### config.mk
export PLATFORM = sky130hd
export DESIGN_NAME = serial_to_parallel_rx
export DESIGN_NICKNAME = d
export VERILOG_FILES = /design/src/rtl/phy_rx_pkg.sv /design/src/rtl/serial_rx_shifter.sv /design/src/rtl/serial_to_parallel_rx.sv
export SDC_FILE = /design/constraint.sdc
export NUM_CORES = 1
export LEC_CHECK = 0
export BUFFER_PORTS_ARGS = -buffer_cell sky130_fd_sc_hd__buf_2
export CAP_MARGIN = 25
export CORE_ASPECT_RATIO = 1.4
export CORE_UTILIZATION = 59
export DETAILED_ROUTE_END_ITERATION = 10
export GPL_TIMING_DRIVEN = 0
export MAX_ROUTING_LAYER = met4
export PLACE_DENSITY = 0.81
export SLEW_MARGIN = 5
export SYNTH_ARGS = -nofsm -noshare
export SYNTH_HDL_FRONTEND = slang
export SYNTH_HIERARCHICAL = 1
export SYNTH_SLANG_ARGS = --single-unit
### constraint.sdc
create_clock -name clk_32f -period 3.3 [get_ports clk_32f]
set_input_delay 0.33 -clock clk_32f [delete_from_list [all_inputs] [get_ports clk_32f]]
set_output_delay 0.33 -clock clk_32f [all_outputs]
set_load 0.05 [all_outputs]
### src/rtl/phy_rx_pkg.sv
// Shared definitions for the receive PHY: symbol width, comma symbol,
// lock threshold defaults and the aligner state type.
package phy_rx_pkg;

    localparam int         WIDTH      = 8;
    localparam logic [7:0] COMMA      = 8'hBC;
    localparam int         LOCK_COUNT = 4;
    localparam int         CNT_W      = 4;

    typedef enum logic [1:0] {
        SEARCH = 2'd0,
        COUNT  = 2'd1,
        ACTIVE = 2'd2
    } rx_state_t;

endpackage

### src/rtl/serial_rx_shifter.sv
// Serial shift register and bit counter for the receive lane.
// next_byte is the byte that would be complete if this edge were a boundary;
// boundary flags the edge that closes a byte. realign restarts the bit count
// so the edge after a comma match starts a fresh byte.
module serial_rx_shifter
    import phy_rx_pkg::*;
#(
    parameter int W = WIDTH
) (
    input  logic         clk_32f,
    input  logic         reset,
    input  logic         data_in,
    input  logic         realign,
    output logic [W-1:0] next_byte,
    output logic         boundary
);

    localparam int CW = $clog2(W);

    // Only the newest W-1 bits need storing; the oldest bit of the byte
    // shifts out on the edge that completes it.
    logic [W-2:0] shreg;
    logic [CW-1:0] bit_cnt;

    assign next_byte = {shreg, data_in};
    assign boundary  = (bit_cnt == CW'(W - 1));

    // Shift in one bit per edge; bit counter wraps naturally or restarts on realign.
    always_ff @(posedge clk_32f or negedge reset) begin
        if (!reset) begin
            shreg   <= '0;
            bit_cnt <= '0;
        end else begin
            shreg   <= next_byte[W-2:0];
            bit_cnt <= realign ? '0 : bit_cnt + 1'b1;
        end
    end

endmodule

### src/rtl/serial_to_parallel_rx.sv
// Serial-to-parallel receiver with comma lock, feeding the layer-2 demux.
// Outputs only move on byte boundaries, so they are stable for a full clk_4f
// period. Commas are idle fill and never show as valid payload.
// Build option: RX_COMMA_ALIGN_EN enables sliding per-bit comma search;
// without it the byte phase is fixed by reset release.
module serial_to_parallel_rx
    import phy_rx_pkg::*;
#(
    parameter int               WIDTH      = phy_rx_pkg::WIDTH,
    parameter logic [WIDTH-1:0] COMMA      = phy_rx_pkg::COMMA,
    parameter int               LOCK_COUNT = phy_rx_pkg::LOCK_COUNT
) (
    input  logic             clk_32f,
    input  logic             reset,
    input  logic             data_in,
    output logic [WIDTH-1:0] data_rx000,
    output logic             valid_rx000,
    output logic             active
);

`ifdef RX_COMMA_ALIGN_EN
    localparam rx_state_t RST_STATE = SEARCH;
`else
    localparam rx_state_t RST_STATE = COUNT;
`endif

    rx_state_t        state, state_nxt;
    logic [CNT_W-1:0] comma_cnt, cnt_nxt, cnt_inc;
    logic [WIDTH-1:0] data_nxt, next_byte;
    logic             valid_nxt, active_nxt;
    logic             boundary, realign, is_comma;

    serial_rx_shifter #(.W(WIDTH)) u_shifter (
        .clk_32f   (clk_32f),
        .reset     (reset),
        .data_in   (data_in),
        .realign   (realign),
        .next_byte (next_byte),
        .boundary  (boundary)
    );

    assign is_comma = (next_byte == COMMA);
    assign cnt_inc  = comma_cnt + 1'b1;

    // State, comma counter and output registers.
    always_ff @(posedge clk_32f or negedge reset) begin
        if (!reset) begin
            state       <= RST_STATE;
            comma_cnt   <= '0;
            data_rx000  <= '0;
            valid_rx000 <= 1'b0;
            active      <= 1'b0;
        end else begin
            state       <= state_nxt;
            comma_cnt   <= cnt_nxt;
            data_rx000  <= data_nxt;
            valid_rx000 <= valid_nxt;
            active      <= active_nxt;
        end
    end

    // Next-state and output decode; everything holds unless a rule fires.
    always_comb begin
        state_nxt  = state;
        cnt_nxt    = comma_cnt;
        data_nxt   = data_rx000;
        valid_nxt  = valid_rx000;
        active_nxt = active;
        realign    = 1'b0;
        case (state)
`ifdef RX_COMMA_ALIGN_EN
            SEARCH: begin
                valid_nxt = 1'b0;
                if (is_comma) begin
                    // Comma at any bit phase fixes the byte boundary here.
                    realign  = 1'b1;
                    data_nxt = COMMA;
                    cnt_nxt  = CNT_W'(1);
                    if (LOCK_COUNT == 1) begin
                        state_nxt  = ACTIVE;
                        active_nxt = 1'b1;
                    end else begin
                        state_nxt = COUNT;
                    end
                end else if (boundary) begin
                    data_nxt = next_byte;
                end
            end
`endif
            COUNT: begin
                valid_nxt = 1'b0;
                if (boundary) begin
                    data_nxt = next_byte;
                    if (is_comma) begin
                        cnt_nxt = cnt_inc;
                        if (cnt_inc == CNT_W'(LOCK_COUNT)) begin
                            state_nxt  = ACTIVE;
                            active_nxt = 1'b1;
                        end
                    end else begin
                        cnt_nxt = '0;
`ifdef RX_COMMA_ALIGN_EN
                        state_nxt = SEARCH;
`endif
                    end
                end
            end
            ACTIVE: begin
                // Locked for good: only reset leaves this state.
                if (boundary) begin
                    data_nxt  = next_byte;
                    valid_nxt = !is_comma;
                end
            end
            default: state_nxt = RST_STATE;
        endcase
    end

endmodule

Word level (Yosys, flattened, before mapping)
Index checks and enable logic that the tools add are counted.
Word-level totals
  register bits after elaboration: 26
  output and inout port bits: 10
  logic and storage cells: 34
Operators by class
  add/sub/neg operators: 2
  equal/unequal tests: 9
  muxes and demuxes: 7
  bitwise operators: 1
  reductions and logical operators: 8
Operators with widths (count)
  $eq A8 B8 Y1 const B: 1
  $ne A2 B2 Y1 const B: 4
  $reduce_and A4 Y1: 2
  $mux W2: 3
  $reduce_and A2 Y1: 3
  $add A4 B1 Y4 const B: 1
  $eq A4 B3 Y1 const B: 1
  $mux W4: 1
  $pmux W2 S2: 1
  $add A3 B1 Y3 const B: 1
  $eq A3 B3 Y1 const B: 1
  $eq A2 B1 Y1 const B: 1
  $eq A2 B2 Y1 const B: 1
  $pmux W1 S2: 1
  $reduce_bool A2 Y1: 1
  $reduce_or A2 Y1: 1
  $logic_not A1 Y1: 1
  $mux W1: 1
  $not A1 Y1: 1

Depth between registers and ports, before layout
Gate-level depths: netlist (run 1).
  word-level depth: 6
  depth in mapped cells: 5
  mapped depth without buffers: 5

Hierarchy
The synthesis (run 1) kept the hierarchy.
Modules (own cells, without submodules)
  serial_to_parallel_rx: instances 1, cells an instance 61, area an instance 772.0 um^2, seq. area each 401.6 um^2
  serial_rx_shifter: instances 1, cells an instance 16, area an instance 299.0 um^2, seq. area each 250.2 um^2

Worst setup path after synthesis (run 1)
Ideal clock, no wire load.
  path type: reg2reg
  start: register u_shifter.bit_cnt[0]
  end: register data_rx000[0]
  data arrival time: 1.397 ns
  slack: 1.779 ns
  cell stages (with the launch flop): 6
  path through: dfrtp_1 ha_1 ha_1 nand2b_1 buf_2 mux2_2
Between the ends
  cells in the longest elaborated chain, start to end: 2
Ends and longest elaborated chain
  start, declared: RTL line serial_rx_shifter.sv:23  | logic [CW-1:0] bit_cnt;
  start signal, assigned: RTL line serial_rx_shifter.sv:35  | bit_cnt <= realign ? '0 : bit_cnt + 1'b1;
  $eq A3 B3 Y1: RTL line serial_rx_shifter.sv:26  | assign boundary = (bit_cnt == CW'(W - 1));
  net boundary: RTL line serial_to_parallel_rx.sv:31  | logic boundary, realign, is_comma;
  $reduce_and A2 Y1 (no source line)
  end signal, assigned: RTL line serial_to_parallel_rx.sv:56  | data_rx000 <= data_nxt;
  end, declared: RTL line serial_to_parallel_rx.sv:16  | output logic [WIDTH-1:0] data_rx000,
The timed path passes the listed nets, and every way through them passes these cells.
A chain may end at the register's enable or synchronous reset.

Final worst setup path (run 1)
  start: register u_shifter.bit_cnt[0]
  end: register data_rx000[4]
Same word-level chain as after synthesis.

==> reports/summary.md, run 1 <==
Routability-driven placement finished with a final weighted congestion of 0.691. For the detailed-route wire length, the log shows 1.63 mm. The average footprint of a synthesized cell is 13.9 sq um.

For the total number of H-tree levels, the log shows 1. For this design the top-level I/O count stands at 13. CTS placed an instance of sky130_fd_sc_hd__clkbuf_4 at the clock tree root. The floorplan step set the die height to 52.4 um. The tools report the max-slew violation count as 0. The tools report the count of routing violations after the opening detailed-route iteration as 0. Data on the critical path arrives at its endpoint at 1.85 ns. The per-cell via count in the routed design works out to 5.60. The worst setup path is of the flip-flop to flip-flop kind.

The endpoint of the worst register-to-register path was data_rx000[4]$_DFFE_PN0P_. Registers take 652 sq um. For the number of global-route vias before repair, the log shows 665.

The starting density of the core came out at 65.4%. For this design, the slowest cell found on the critical path is sky130_fd_sc_hd__dfrtp_1. The total power consumption of the routed design is 0.607 mW. Launch instance of the worst min-delay path: data_in. During synthesis, Yosys emitted a total of 6 warnings. The portion of synthesized cell area occupied by the leading cell type came out at 58.4%.

Delay of the slowest cell on the worst path: 0.41 ns. Entering global routing, the biggest net connects 27 pins. The net count of the finished layout is 105.

The count of nets left with antenna violations once routing finished came out at 0. The time the worst path needs with I/O delays and setup is 1.65 ns, and the total overflow reported by the global router is 0. Area share of fa/ha/maj cells after synthesis: 5.84%.

Most common cell after layout, fill and taps aside: sky130_fd_sc_hd__dfrtp_1. The combined area of the multi-input logic cells is 392 sq um. VDD sags by at most 0.000379 V. Leakage power total: 0.627 nW. Worst-case register-to-register setup slack: 1.65 ns. By area the synthesized netlist is led by sky130_fd_sc_hd__dfrtp_1, sky130_fd_sc_hd__mux2_2, sky130_fd_sc_hd__ha_1.

The number of endpoints with negative hold slack in the final report came out at 0. The worst hold path cell count was 1; the cell depth of the worst flop-to-flop path was 5. STA classifies the critical path endpoint as a flip-flop. Summing the areas of all xor and xnor instances in the mapped netlist gives 0% of the synthesized area. The number of rows in the core area was 17. Setup repair after global routing left no endpoint under its margin.

The slew at the pin closest to its max-slew limit is 0.558 ns, and the area of the die is 1990 sq um. The worst-case headroom to the max-slew limit was 62.8%; the overall fraction of global-route tracks in use was 21.8%. The clock net in this run drives a total of 26 sinks. The logs give 0 for the count of maximum capacitance violations and 3.50 ns for the required time of the worst setup path.

The largest family of logic cells by synthesized area was simple AND/OR/NAND/NOR gates. After detailed routing, the number of remaining DRC violations is 0. The later pin in the worst-skew pair is clocked with a latency of 0.31 ns. In the layout the commonest cells are sky130_fd_sc_hd__dfrtp_1, sky130_fd_sc_hd__buf_2, sky130_fd_sc_hd__mux2_2.

The count of buffers from port buffering was 12; the standard cell core area was 1640 sq um. The count of vias placed by the detailed router is 644. Dividing the final minimum period by the clock period gives 50.1%.

Relative to the synthesized area, the layout overhead comes to 12.9%. The synthesized design spends more area on one cell type than any other, namely sky130_fd_sc_hd__dfrtp_1. Cell type with the highest occurrence count on the critical path: sky130_fd_sc_hd__ha_1. The initial antenna violation count is 0, and the total clock buffers created by CTS is 3.

The path with the worst hold slack has its endpoint at u_shifter/shreg[0]$_DFF_PN0_. For the final database, setup skew stands at 0.0102 ns. The fraction of final layout cells with drive strength greater than 1 was 34.4%. TritonCTS built the clock tree.

The tools report the sequential element share of the synthesized area as 60.9%. In this run, distinct cell masters in the synthesized netlist total 27. The first global-routing pass estimated 2.88 mm of wire. The category of the worst setup path launch point was a flip-flop.

The run finished with clean final reports. After clock tree synthesis, the clock-pin slew on the worst setup and hold paths is 0.13 ns. In this run the power density over the cells is 502 nW/um^2. The mapped netlist covers 1070 sq um. The synthesized netlist devotes 9.58% of its cell area to compound gates.

The setup TNS is 0 ns. The share of synthesized area spent on multiplexers is 8.41%. Die span in x: 38.0 um. In this run the worst path has a maximum fanout of 8. Setup violations remaining at the end of the flow were counted as 0. For the fmax, the log shows 0.605 GHz.

Counting flops and latches in the post-synthesis netlist gives 26. The count of TritonRoute iterations in the first routing pass came out at 1. Synthesis handed over a netlist of 77 instances. Reg-to-reg critical path startpoint: u_shifter/bit_cnt[0]$_DFF_PN0_.

The signal on the critical path passes through ha_1 -> ha_1 -> nand2b_1 -> buf_2 -> mux2_2. The logs give 2 for the maximum number of buffers from clock root to sink and 1.20 mm for the HPWL after detailed placement. The type of the most critical hold path was input pin to flip-flop. The synthesized-area fraction occupied by and/or/nand/nor cells was 11.7%.

The final routed wire length divided by cell count was 14.1 um. The repair_antennas step left the layout with diodes totalling 0. After filler insertion, the fill cell instance count of the layout stands at 118.
## metal layers
| layer | up-vias | GRT usage [%] | share of wire [%] |
|---|---|---|---|
| met5 | - | - | 0 |
| met4 | 0 | 7.14 | 0 |
| met3 | 0 | 3.83 | 2.2 |
| met2 | 8 | 37.1 | 54 |
| met1 | 330 | 25.8 | 44 |
| li1 | 306 | - | - |
## worst max path at each step
stage	from	end	slack, ns	cells after the start
2_1_floorplan	u_shifter/bit_cnt[0]$_DFF_PN0_	data_rx000[0]$_DFFE_PN0P_	1.78	5
3_3_place_gp	u_shifter/bit_cnt[0]$_DFF_PN0_	data_rx000[1]$_DFFE_PN0P_	1.66	5
3_5_place_dp	u_shifter/bit_cnt[0]$_DFF_PN0_	data_rx000[4]$_DFFE_PN0P_	1.65	5
4_1_cts	u_shifter/bit_cnt[0]$_DFF_PN0_	data_rx000[4]$_DFFE_PN0P_	1.63	5
5_1_grt	u_shifter/bit_cnt[0]$_DFF_PN0_	data_rx000[5]$_DFFE_PN0P_	1.52	5
6_report	u_shifter/bit_cnt[0]$_DFF_PN0_	data_rx000[4]$_DFFE_PN0P_	1.65	5
## what timing repair did
item | CTS | global route
hold buffers | 1 | 0
gates resized for setup | 0 | 0
setup buffers | 0 | 0
hold endpoints to repair | 11 | 0
## metrics by stage
stage	instance area, sq um	instances	hold WS [ns]	worst slack [ns]	util, %
floorplan	1080	79	0.0344	1.78	-
global placement	1160	110	0.348	1.66	71.0
detailed placement	1160	110	0.347	1.65	71.0
CTS	1210	115	0.120	1.63	73.8
global route	1210	115	0.104	1.52	73.8
finish	1210	115	0.125	1.65	73.8
## registers in the layout, summed over array words and instances (netlist names)
register / flops
data_rx000: 8
u_shifter/shreg: 7
comma_cnt: 4
u_shifter/bit_cnt: 3
state: 2
active: 1
valid_rx000: 1
## kinds of logic after synthesis
| kind of cell | Yosys count |
|---|---|
| fa+ha+maj | 5 |
| simple gates | 18 |
| compound gates | 12 |
| other cells | 1 |
| mux | 8 |
| buf+inv | 7 |
| flops | 26 |
## final cells by class
type | count | area share, %
flip-flops and latches | 26 | 53.9
multi-input cells | 46 | 32.4
repair buffers | 13 | 5.80
clock buffers | 4 | 3.00
well taps | 19 | 1.97
plain buffers | 3 | 1.66
inverters | 4 | 1.24
## Yosys cell counts
master                     number
sky130_fd_sc_hd__dfrtp_1       25
sky130_fd_sc_hd__mux2_2         8
sky130_fd_sc_hd__ha_1           5
sky130_fd_sc_hd__inv_1          4
sky130_fd_sc_hd__nand2_1        4
sky130_fd_sc_hd__nor2b_1        3
sky130_fd_sc_hd__o21ai_0        3
sky130_fd_sc_hd__a21o_1         2
sky130_fd_sc_hd__buf_4          2
sky130_fd_sc_hd__nand3_1        2
sky130_fd_sc_hd__nand4_1        2
sky130_fd_sc_hd__nor2_1         2
sky130_fd_sc_hd__a21boi_0       1
sky130_fd_sc_hd__a21oi_1        1
sky130_fd_sc_hd__a31oi_1        1
sky130_fd_sc_hd__a41oi_1        1
sky130_fd_sc_hd__and4b_1        1
sky130_fd_sc_hd__and4bb_4       1
sky130_fd_sc_hd__buf_2          1
sky130_fd_sc_hd__conb_1         1
sky130_fd_sc_hd__dfstp_2        1
sky130_fd_sc_hd__nand2b_1       1
sky130_fd_sc_hd__nand4_4        1
sky130_fd_sc_hd__nor3b_1        1
sky130_fd_sc_hd__o311ai_2       1
sky130_fd_sc_hd__o31ai_2        1
sky130_fd_sc_hd__o41ai_2        1
## power breakdown
part / switching [mW] / leakage (nW) / total (mW) / internal [mW]
Combinational: 0.0743 / 0.301 / 0.102 / 0.0277
Sequential: 0.0113 / 0.305 / 0.352 / 0.341
Clock: 0.0856 / 0.0210 / 0.153 / 0.0673
Total: 0.171 / 0.627 / 0.607 / 0.436
## critical path: cells and delay by family, from the launching register on
| kind | cells | cell delay [ns] |
|---|---|---|
| muxes | 1 | 0.35 |
| DFF | 1 | 0.41 |
| buffers and inverters | 1 | 0.21 |
| adders and majority gates | 2 | 0.48 |
| and+or+nand+nor | 1 | 0.10 |
Power figures use the tool's default switching activity.
==> run 2, diff against run 1 <==
--- a/config.mk
+++ b/config.mk
@@ -8,11 +8,11 @@
 export BUFFER_PORTS_ARGS = -buffer_cell sky130_fd_sc_hd__buf_2
 export CAP_MARGIN = 25
 export CORE_ASPECT_RATIO = 1.4
-export CORE_UTILIZATION = 59
+export CORE_UTILIZATION = 55
 export DETAILED_ROUTE_END_ITERATION = 10
 export GPL_TIMING_DRIVEN = 0
 export MAX_ROUTING_LAYER = met4
-export PLACE_DENSITY = 0.81
+export PLACE_DENSITY = 0.76
 export SLEW_MARGIN = 5
 export SYNTH_ARGS = -nofsm -noshare
 export SYNTH_HDL_FRONTEND = slang
==> constraint.sdc (replaced) <==
create_clock -name clk_32f -period 1.65 [get_ports clk_32f]
set_input_delay 0.165 -clock clk_32f [delete_from_list [all_inputs] [get_ports clk_32f]]
set_output_delay 0.165 -clock clk_32f [all_outputs]
set_load 0.05 [all_outputs]
==> reports/summary.md, run 2 (same netlist as run 1, synthesis figures left out) <==
Total clock buffers created by CTS: 3 (unchanged). Largest registers: data_rx000: 8 flops, u_shifter/shreg: 7 flops, comma_cnt: 4 flops (unchanged). The tools report the reg-to-reg critical path startpoint as state[0]$_DFFE_PN1P_ (was u_shifter/bit_cnt[0]$_DFF_PN0_). The tools report the endpoint of the worst register-to-register path as data_rx000[1]$_DFFE_PN0P_ (was data_rx000[4]$_DFFE_PN0P_). For the starting density of the core, the log shows 59.4% (was 65.4%). The run gives 0.000708 V (was 0.000379 V) as the worst supply voltage drop on vdd.

The clock transition at the registers of the reported paths works out to 0.13 ns (about the same). The tools report the standard cell core area as 1800 sq um (was 1640 sq um). For the post-layout net count, the log shows 106 (was 105). The logs give 0 (unchanged) for the max-slew violation count and 0.08 ns (was 1.65 ns) for the worst-case register-to-register setup slack. The register ranked first by flip-flop count was data_rx000 (unchanged). I/O pin count: 13 (unchanged).

The number of endpoints with negative hold slack in the final report is 0 (unchanged). Worst setup path startpoint: state[0]$_DFFE_PN1P_ (was u_shifter/bit_cnt[0]$_DFF_PN0_). Cell area after placement: 1160 sq um (about the same).

The final routed wire length divided by cell count is 13.7 um (was 14.1 um), and the total number of H-tree levels is 1 (unchanged). The run gives 0.359 ns (was 0.125 ns) as the worst hold slack. Cell at the root of the clock tree: sky130_fd_sc_hd__clkbuf_4 (unchanged).

The number of setup buffers added after CTS came out at 0 (unchanged). The delay of the slowest cell on the worst path was 0.56 ns (was 0.41 ns); the number of flip-flops under the largest register name was 8 (unchanged). The cell depth of the worst flop-to-flop path is 5 (unchanged), and the fmax is 0.636 GHz (was 0.605 GHz). The maximum fanout along the worst path came out at 8 (unchanged). The tools report the clock sink count as 26 (unchanged).

The power per unit of standard cell area is 992 nW/um^2 (was 502 nW/um^2), and the count of inserted antenna diode cells is 0 (unchanged). Kind of critical path: flip-flop to flip-flop (unchanged). The per-cell via count in the routed design works out to 5.49 (was 5.60). The clock skew after layout is 0.00165 ns (was 0.0102 ns).

For the count of maximum capacitance violations, the log shows 0 (unchanged). The run gives 0 (unchanged) as the total overflow reported by the global router. The tools report the cell total after placement as 111 (was 110).

The height of the die works out to 54.2 um (was 52.4 um). HPWL after detailed placement: 1.15 mm (was 1.20 mm). For the area of the die, the log shows 2130 sq um (was 1990 sq um). For the total power consumption of the routed design, the log shows 1.22 mW (was 0.607 mW). The setup slack after placement is -0.00649 ns (was 1.65 ns). The master of the slowest instance on the critical path is sky130_fd_sc_hd__dfstp_2 (was sky130_fd_sc_hd__dfrtp_1). The data arrival time of the critical path came out at 1.78 ns (was 1.85 ns). For the number of nets with antenna violations after routing, the log shows 0 (unchanged). Endpoint kind of the worst setup timing path: a flip-flop (unchanged). The initial antenna violation count was 0 (unchanged). Final cell area excluding filler cells: 1230 sq um (was 1210 sq um). The setup TNS is 0 ns (unchanged), and the number of global-route vias before repair is 594 (was 665). The number of rows in the core area is 18 (was 17), and the area added between synthesis and finish is 14.7% (was 12.9%).

Most common cell after layout, fill and taps aside: sky130_fd_sc_hd__dfrtp_1 (unchanged). For the worst-case headroom to the max-slew limit, the log shows 62.7% (was 62.8%). The final period utilization was 95.3% (was 50.1%). The type of the most critical hold path is input pin to asynchronous set/reset pin (was input pin to flip-flop). The tools report the final worst-path setup slack as 0.0776 ns (was 1.65 ns). Sequence of cells on the critical path: inv_1 -> ha_1 -> nand2b_1 -> buf_6 -> mux2_2 (was ha_1 -> ha_1 -> nand2b_1 -> buf_2 -> mux2_2). The die span in x was 39.3 um (was 38.0 um); the time the worst path needs with I/O delays and setup was 1.57 ns (was 1.65 ns).

The logs give 642 (was 644) for the count of vias placed by the detailed router and 27 (unchanged) for the maximum number of pins on one net before global-route repair. The slew at the pin closest to its max-slew limit is 0.560 ns (was 0.558 ns). The flow ran to the end, and the final reports show no timing, DRC or antenna violations. The first-pass GRT wire length is 2.50 mm (was 2.88 mm), and the number of failing setup endpoints in the final timing report is 0 (unchanged). The run gives 1.86 ns (was 3.50 ns) as the required time of the worst setup path. Most used cells in the layout excluding fill and tap cells: sky130_fd_sc_hd__dfrtp_1, sky130_fd_sc_hd__buf_2, sky130_fd_sc_hd__mux2_2 (unchanged).

The fraction of final layout cells with drive strength greater than 1 works out to 35.1% (was 34.4%). For the remaining routing DRC violations, the log shows 0 (unchanged). TritonCTS built the clock tree. The count of routing violations after the opening detailed-route iteration is 4 (was 0), and the count of buffers from port buffering is 12 (unchanged). The logs give 68.2% (was 73.8%) for the end-of-flow core utilization and 117 (was 115) for the number of standard cells in the layout, taps in and fillers out. The detailed-route wire length is 1.60 mm (was 1.63 mm), and the maximum number of buffers from clock root to sink is 2 (unchanged). The category of the worst setup path launch point was a flip-flop (unchanged). The logs give 4 (was 1) for the count of TritonRoute iterations in the first routing pass and 0.31 ns (about the same) for the worst-skew pair later-pin latency. The overall fraction of global-route tracks in use was 18.3% (was 21.8%); the global placement routability congestion was 0.673 (was 0.691).

The leakage power total came out at 0.632 nW (was 0.627 nW).
run 2: changes by cell type in the layout (fill, tap and decap cells not counted):
cell / change
sky130_fd_sc_hd__buf_6: +1
sky130_fd_sc_hd__buf_2: -1
sky130_fd_sc_hd__ha_1: -1
sky130_fd_sc_hd__ha_2: +1
sky130_fd_sc_hd__dlygate4sd3_1: +1
run 2: worst max path at each step:
stage,endpoint,slack [ns],cells after the start
CTS,data_rx000[1]$_DFFE_PN0P_,0.02,5
floorplan,data_rx000[0]$_DFFE_PN0P_,0.13,5
global placement,data_rx000[0]$_DFFE_PN0P_,0.02,5
detailed placement,data_rx000[1]$_DFFE_PN0P_,-0.006,5
finish,data_rx000[1]$_DFFE_PN0P_,0.08,5
global route,data_rx000[1]$_DFFE_PN0P_,-0.002,5
run 2: routing by layer:
metal	global-route usage (%)	wire, um	vias to the layer above
met1	23.3	713	324
met5	-	0	-
met2	28.1	842	7
met3	3.66	38	2
li1	-	-	309
met4	8.62	10	0
run 2: power breakdown:
part	leakage, nW	switching (mW)	internal, mW	total [mW]
logic	0.306	0.149	0.0575	0.206
registers	0.305	0.0218	0.681	0.703
clock network	0.0210	0.174	0.135	0.309
run 2: worst max-delay path, delay by kind of cell, from the launching register on:
kind | cells | cell delay [ns]
flops | 1 | 0.56
buf+inv | 2 | 0.19
fa+ha+maj | 1 | 0.26
simple gates | 1 | 0.12
mux | 1 | 0.34
run 2: cell type report:
cell class | count | area (sq um)
flip-flops and latches | 26 | 652
fillers | 135 | 573
multi-input cells | 46 | 394
repair buffers | 14 | 80.1
clock buffers | 4 | 36.3
plain buffers | 3 | 26.3
well taps | 20 | 25.0
inverters | 4 | 15.0
run 2: timing repair:
item	4_1_cts	5_1_grt
hold buffers	2	0
pin swaps	0	0
setup endpoints to repair	8	8
resized for setup	1	2
hold endpoints to repair	26	0
==> run 3, diff against run 2 <==
--- a/config.mk
+++ b/config.mk
@@ -5,7 +5,7 @@
 export SDC_FILE = /design/constraint.sdc
 export NUM_CORES = 1
 export LEC_CHECK = 0
-export BUFFER_PORTS_ARGS = -buffer_cell sky130_fd_sc_hd__buf_2
+export BUFFER_PORTS_ARGS = -buffer_cell sky130_fd_sc_hd__buf_4
 export CAP_MARGIN = 25
 export CORE_ASPECT_RATIO = 1.4
 export CORE_UTILIZATION = 55
==> constraint.sdc (replaced) <==
create_clock -name clk_32f -period 1.65 [get_ports clk_32f]
set_input_delay 0.33 -clock clk_32f [delete_from_list [all_inputs] [get_ports clk_32f]]
set_output_delay 0.33 -clock clk_32f [all_outputs]
set_load 0.05 [all_outputs]
==> reports/summary.md, run 3 (same netlist as run 1, synthesis figures left out) <==
The data arrival time of the critical path is 1.78 ns (about the same), and the post-layout net count is 105 (was 106). The height of the die was 54.2 um (unchanged). The time the worst path needs with I/O delays and setup works out to 1.57 ns (about the same). The master of the slowest instance on the critical path was sky130_fd_sc_hd__dfstp_2 (unchanged). Total number of H-tree levels: 1 (unchanged).

The tools report the number of failing setup endpoints in the final timing report as 0 (unchanged). The clock skew after layout was 0.00518 ns (was 0.00165 ns); the initial antenna violation count was 0 (unchanged). Largest registers: data_rx000: 8 flops, u_shifter/shreg: 7 flops, comma_cnt: 4 flops (unchanged). The clock transition at the registers of the reported paths was 0.13 ns (about the same); the worst hold slack was 0.129 ns (was 0.359 ns).

The tools report the fmax as 0.637 GHz (was 0.636 GHz). The run gives 5 (was 4) as the count of routing violations after the opening detailed-route iteration. The endpoint kind of the worst setup timing path was a flip-flop (unchanged). The maximum number of pins on one net before global-route repair is 27 (unchanged), and the I/O pin count is 13 (unchanged). The required time of the worst setup path was 1.86 ns (about the same).

The final period utilization is 95.1% (was 95.3%). The run gives 26 (unchanged) as the clock sink count. Category of the worst setup path launch point: a flip-flop (unchanged). The first-pass GRT wire length was 2.54 mm (was 2.50 mm); the number of endpoints with negative hold slack in the final report was 0 (unchanged). Per-cell via count in the routed design: 5.59 (was 5.49).

The run gives 69.3% (was 68.2%) as the end-of-flow core utilization. The area added between synthesis and finish was 16.6% (was 14.7%). The power per unit of standard cell area came out at 990 nW/um^2 (was 992 nW/um^2).

The logs give 2 (unchanged) for the maximum number of buffers from clock root to sink and 1800 sq um (unchanged) for the standard cell core area. The worst supply voltage drop on vdd was 0.000816 V (was 0.000708 V); the setup slack after placement was -0.0199 ns (was -0.00649 ns). The tools report the reg-to-reg critical path startpoint as state[0]$_DFFE_PN1P_ (unchanged). Count of buffers from port buffering: 12 (unchanged). The number of flip-flops under the largest register name was 8 (unchanged); the fraction of final layout cells with drive strength greater than 1 was 35.4% (was 35.1%). The final routed wire length divided by cell count is 14.1 um (was 13.7 um). The number of rows in the core area was 18 (unchanged); the cell depth of the worst flop-to-flop path was 5 (unchanged). The capture endpoint of the worst hold path is u_shifter/shreg[0]$_DFF_PN0_. The run gives 0 (unchanged) as the count of inserted antenna diode cells. Count of maximum capacitance violations: 0 (unchanged).

Most common cell after layout, fill and taps aside: sky130_fd_sc_hd__dfrtp_1 (unchanged). The detailed-route wire length was 1.63 mm (was 1.60 mm). The die span in x was 39.3 um (unchanged); the max-slew violation count was 0 (unchanged). The number of nets with antenna violations after routing is 0 (unchanged).

The kind of critical path was flip-flop to flip-flop (unchanged). The total power consumption of the routed design was 1.24 mW (was 1.22 mW); the count of vias placed by the detailed router was 648 (was 642). The flow ran to the end, and the final reports show no timing, DRC or antenna violations. The tools report the worst-skew pair later-pin latency as 0.31 ns (about the same).

Most used cells in the layout excluding fill and tap cells: sky130_fd_sc_hd__dfrtp_1, sky130_fd_sc_hd__buf_4, sky130_fd_sc_hd__mux2_2 (was sky130_fd_sc_hd__dfrtp_1, sky130_fd_sc_hd__buf_2, sky130_fd_sc_hd__mux2_2). The delay of the slowest cell on the worst path is 0.57 ns (was 0.56 ns), and the final worst-path setup slack is 0.0800 ns (was 0.0776 ns). Sequence of cells on the critical path: inv_1 -> ha_1 -> nand2b_1 -> buf_6 -> mux2_2 (unchanged). The endpoint of the worst register-to-register path was data_rx000[6]$_DFFE_PN0P_ (was data_rx000[1]$_DFFE_PN0P_). The number of setup buffers added after CTS is 0 (unchanged). The launch instance of the worst min-delay path was data_in. The count of TritonRoute iterations in the first routing pass came out at 4 (unchanged). The area of the die is 2130 sq um (unchanged), and the leakage power total is 0.634 nW (was 0.632 nW). The overall fraction of global-route tracks in use was 18.5% (was 18.3%); the number of global-route vias before repair was 596 (was 594). The run gives 3 (unchanged) as the total clock buffers created by CTS. Setup TNS: 0 ns (unchanged). The cell at the root of the clock tree was sky130_fd_sc_hd__clkbuf_4 (unchanged).

The maximum fanout along the worst path is 8 (unchanged). For the starting density of the core, the log shows 59.4% (unchanged). Worst hold path cell count: 1. The total overflow reported by the global router is 0 (unchanged), and the worst-case register-to-register setup slack is 0.08 ns (about the same).

Register ranked first by flip-flop count: data_rx000 (unchanged). For the global placement routability congestion, the log shows 0.662 (was 0.673). The HPWL after detailed placement came out at 1.17 mm (was 1.15 mm). TritonCTS built the clock tree.

Remaining routing DRC violations: 0 (unchanged). Setup repair after global routing left no endpoint under its margin. The type of the most critical hold path was input pin to flip-flop (was input pin to asynchronous set/reset pin).
run 3: power breakdown:
part           leakage, nW  switching, mW  total (mW)  internal, mW
combinational        0.308          0.148       0.223        0.0751
sequential           0.305         0.0243       0.706         0.682
clock               0.0210          0.173       0.307         0.135
total                0.634          0.345        1.24         0.891
run 3: area by class of cell:
class / count / area [sq um]
Timing Repair Buffer: 13 / 100
Sequential cell: 26 / 652
Inverter: 4 / 15.0
Tap cell: 20 / 25.0
Buffer: 3 / 26.3
Multi-Input combinational cell: 46 / 394
Clock buffer: 4 / 36.3
Fill cell: 141 / 553
run 3: timing repair:
action | in CTS | in global routing
hold buffers | 1 | 0
setup endpoints to repair | 8 | 8
endpoints found under the hold margin | 25 | 0
gates cloned | 0 | 0
resized for setup | 1 | 2
run 3: how the worst max path moves through the flow:
stage	from	endpoint	slack, ns	cells after the start
after floorplan	u_shifter/bit_cnt[0]$_DFF_PN0_	data_rx000[0]$_DFFE_PN0P_	0.13	5
after global placement	u_shifter/bit_cnt[0]$_DFF_PN0_	data_rx000[0]$_DFFE_PN0P_	0.009	5
after detailed placement	u_shifter/bit_cnt[0]$_DFF_PN0_	data_rx000[3]$_DFFE_PN0P_	-0.02	5
after CTS	u_shifter/bit_cnt[0]$_DFF_PN0_	data_rx000[3]$_DFFE_PN0P_	0.01	5
after global routing	state[0]$_DFFE_PN1P_	data_rx000[7]$_DFFE_PN0P_	0.005	5
final	state[0]$_DFFE_PN1P_	data_rx000[6]$_DFFE_PN0P_	0.08	5
run 3: critical path: cells and delay by family, from the launching register on:
family | cells | cell delay (ns)
adders and majority gates | 1 | 0.27
muxes | 1 | 0.33
buffers and inverters | 2 | 0.19
DFF | 1 | 0.57
and+or+nand+nor | 1 | 0.12
run 3: per-stage QoR:
stage / instances / cell area [sq um]
global placement: 111 / 1190
CTS: 116 / 1240
floorplan: 79 / 1080
detailed placement: 111 / 1190
global route: 116 / 1250
finish: 116 / 1250
run 3: layer usage:
| metal | GRT usage, % | part of all wire [%] | up-vias | wire [um] |
|---|---|---|---|---|
| li1 | - | - | 305 | - |
| met1 | 23.0 | 45 | 332 | 731 |
| met2 | 28.9 | 52 | 9 | 846 |
| met3 | 3.66 | 2.5 | 2 | 40 |
| met4 | 8.62 | 0.80 | 0 | 13 |
| met5 | - | 0 | - | 0 |
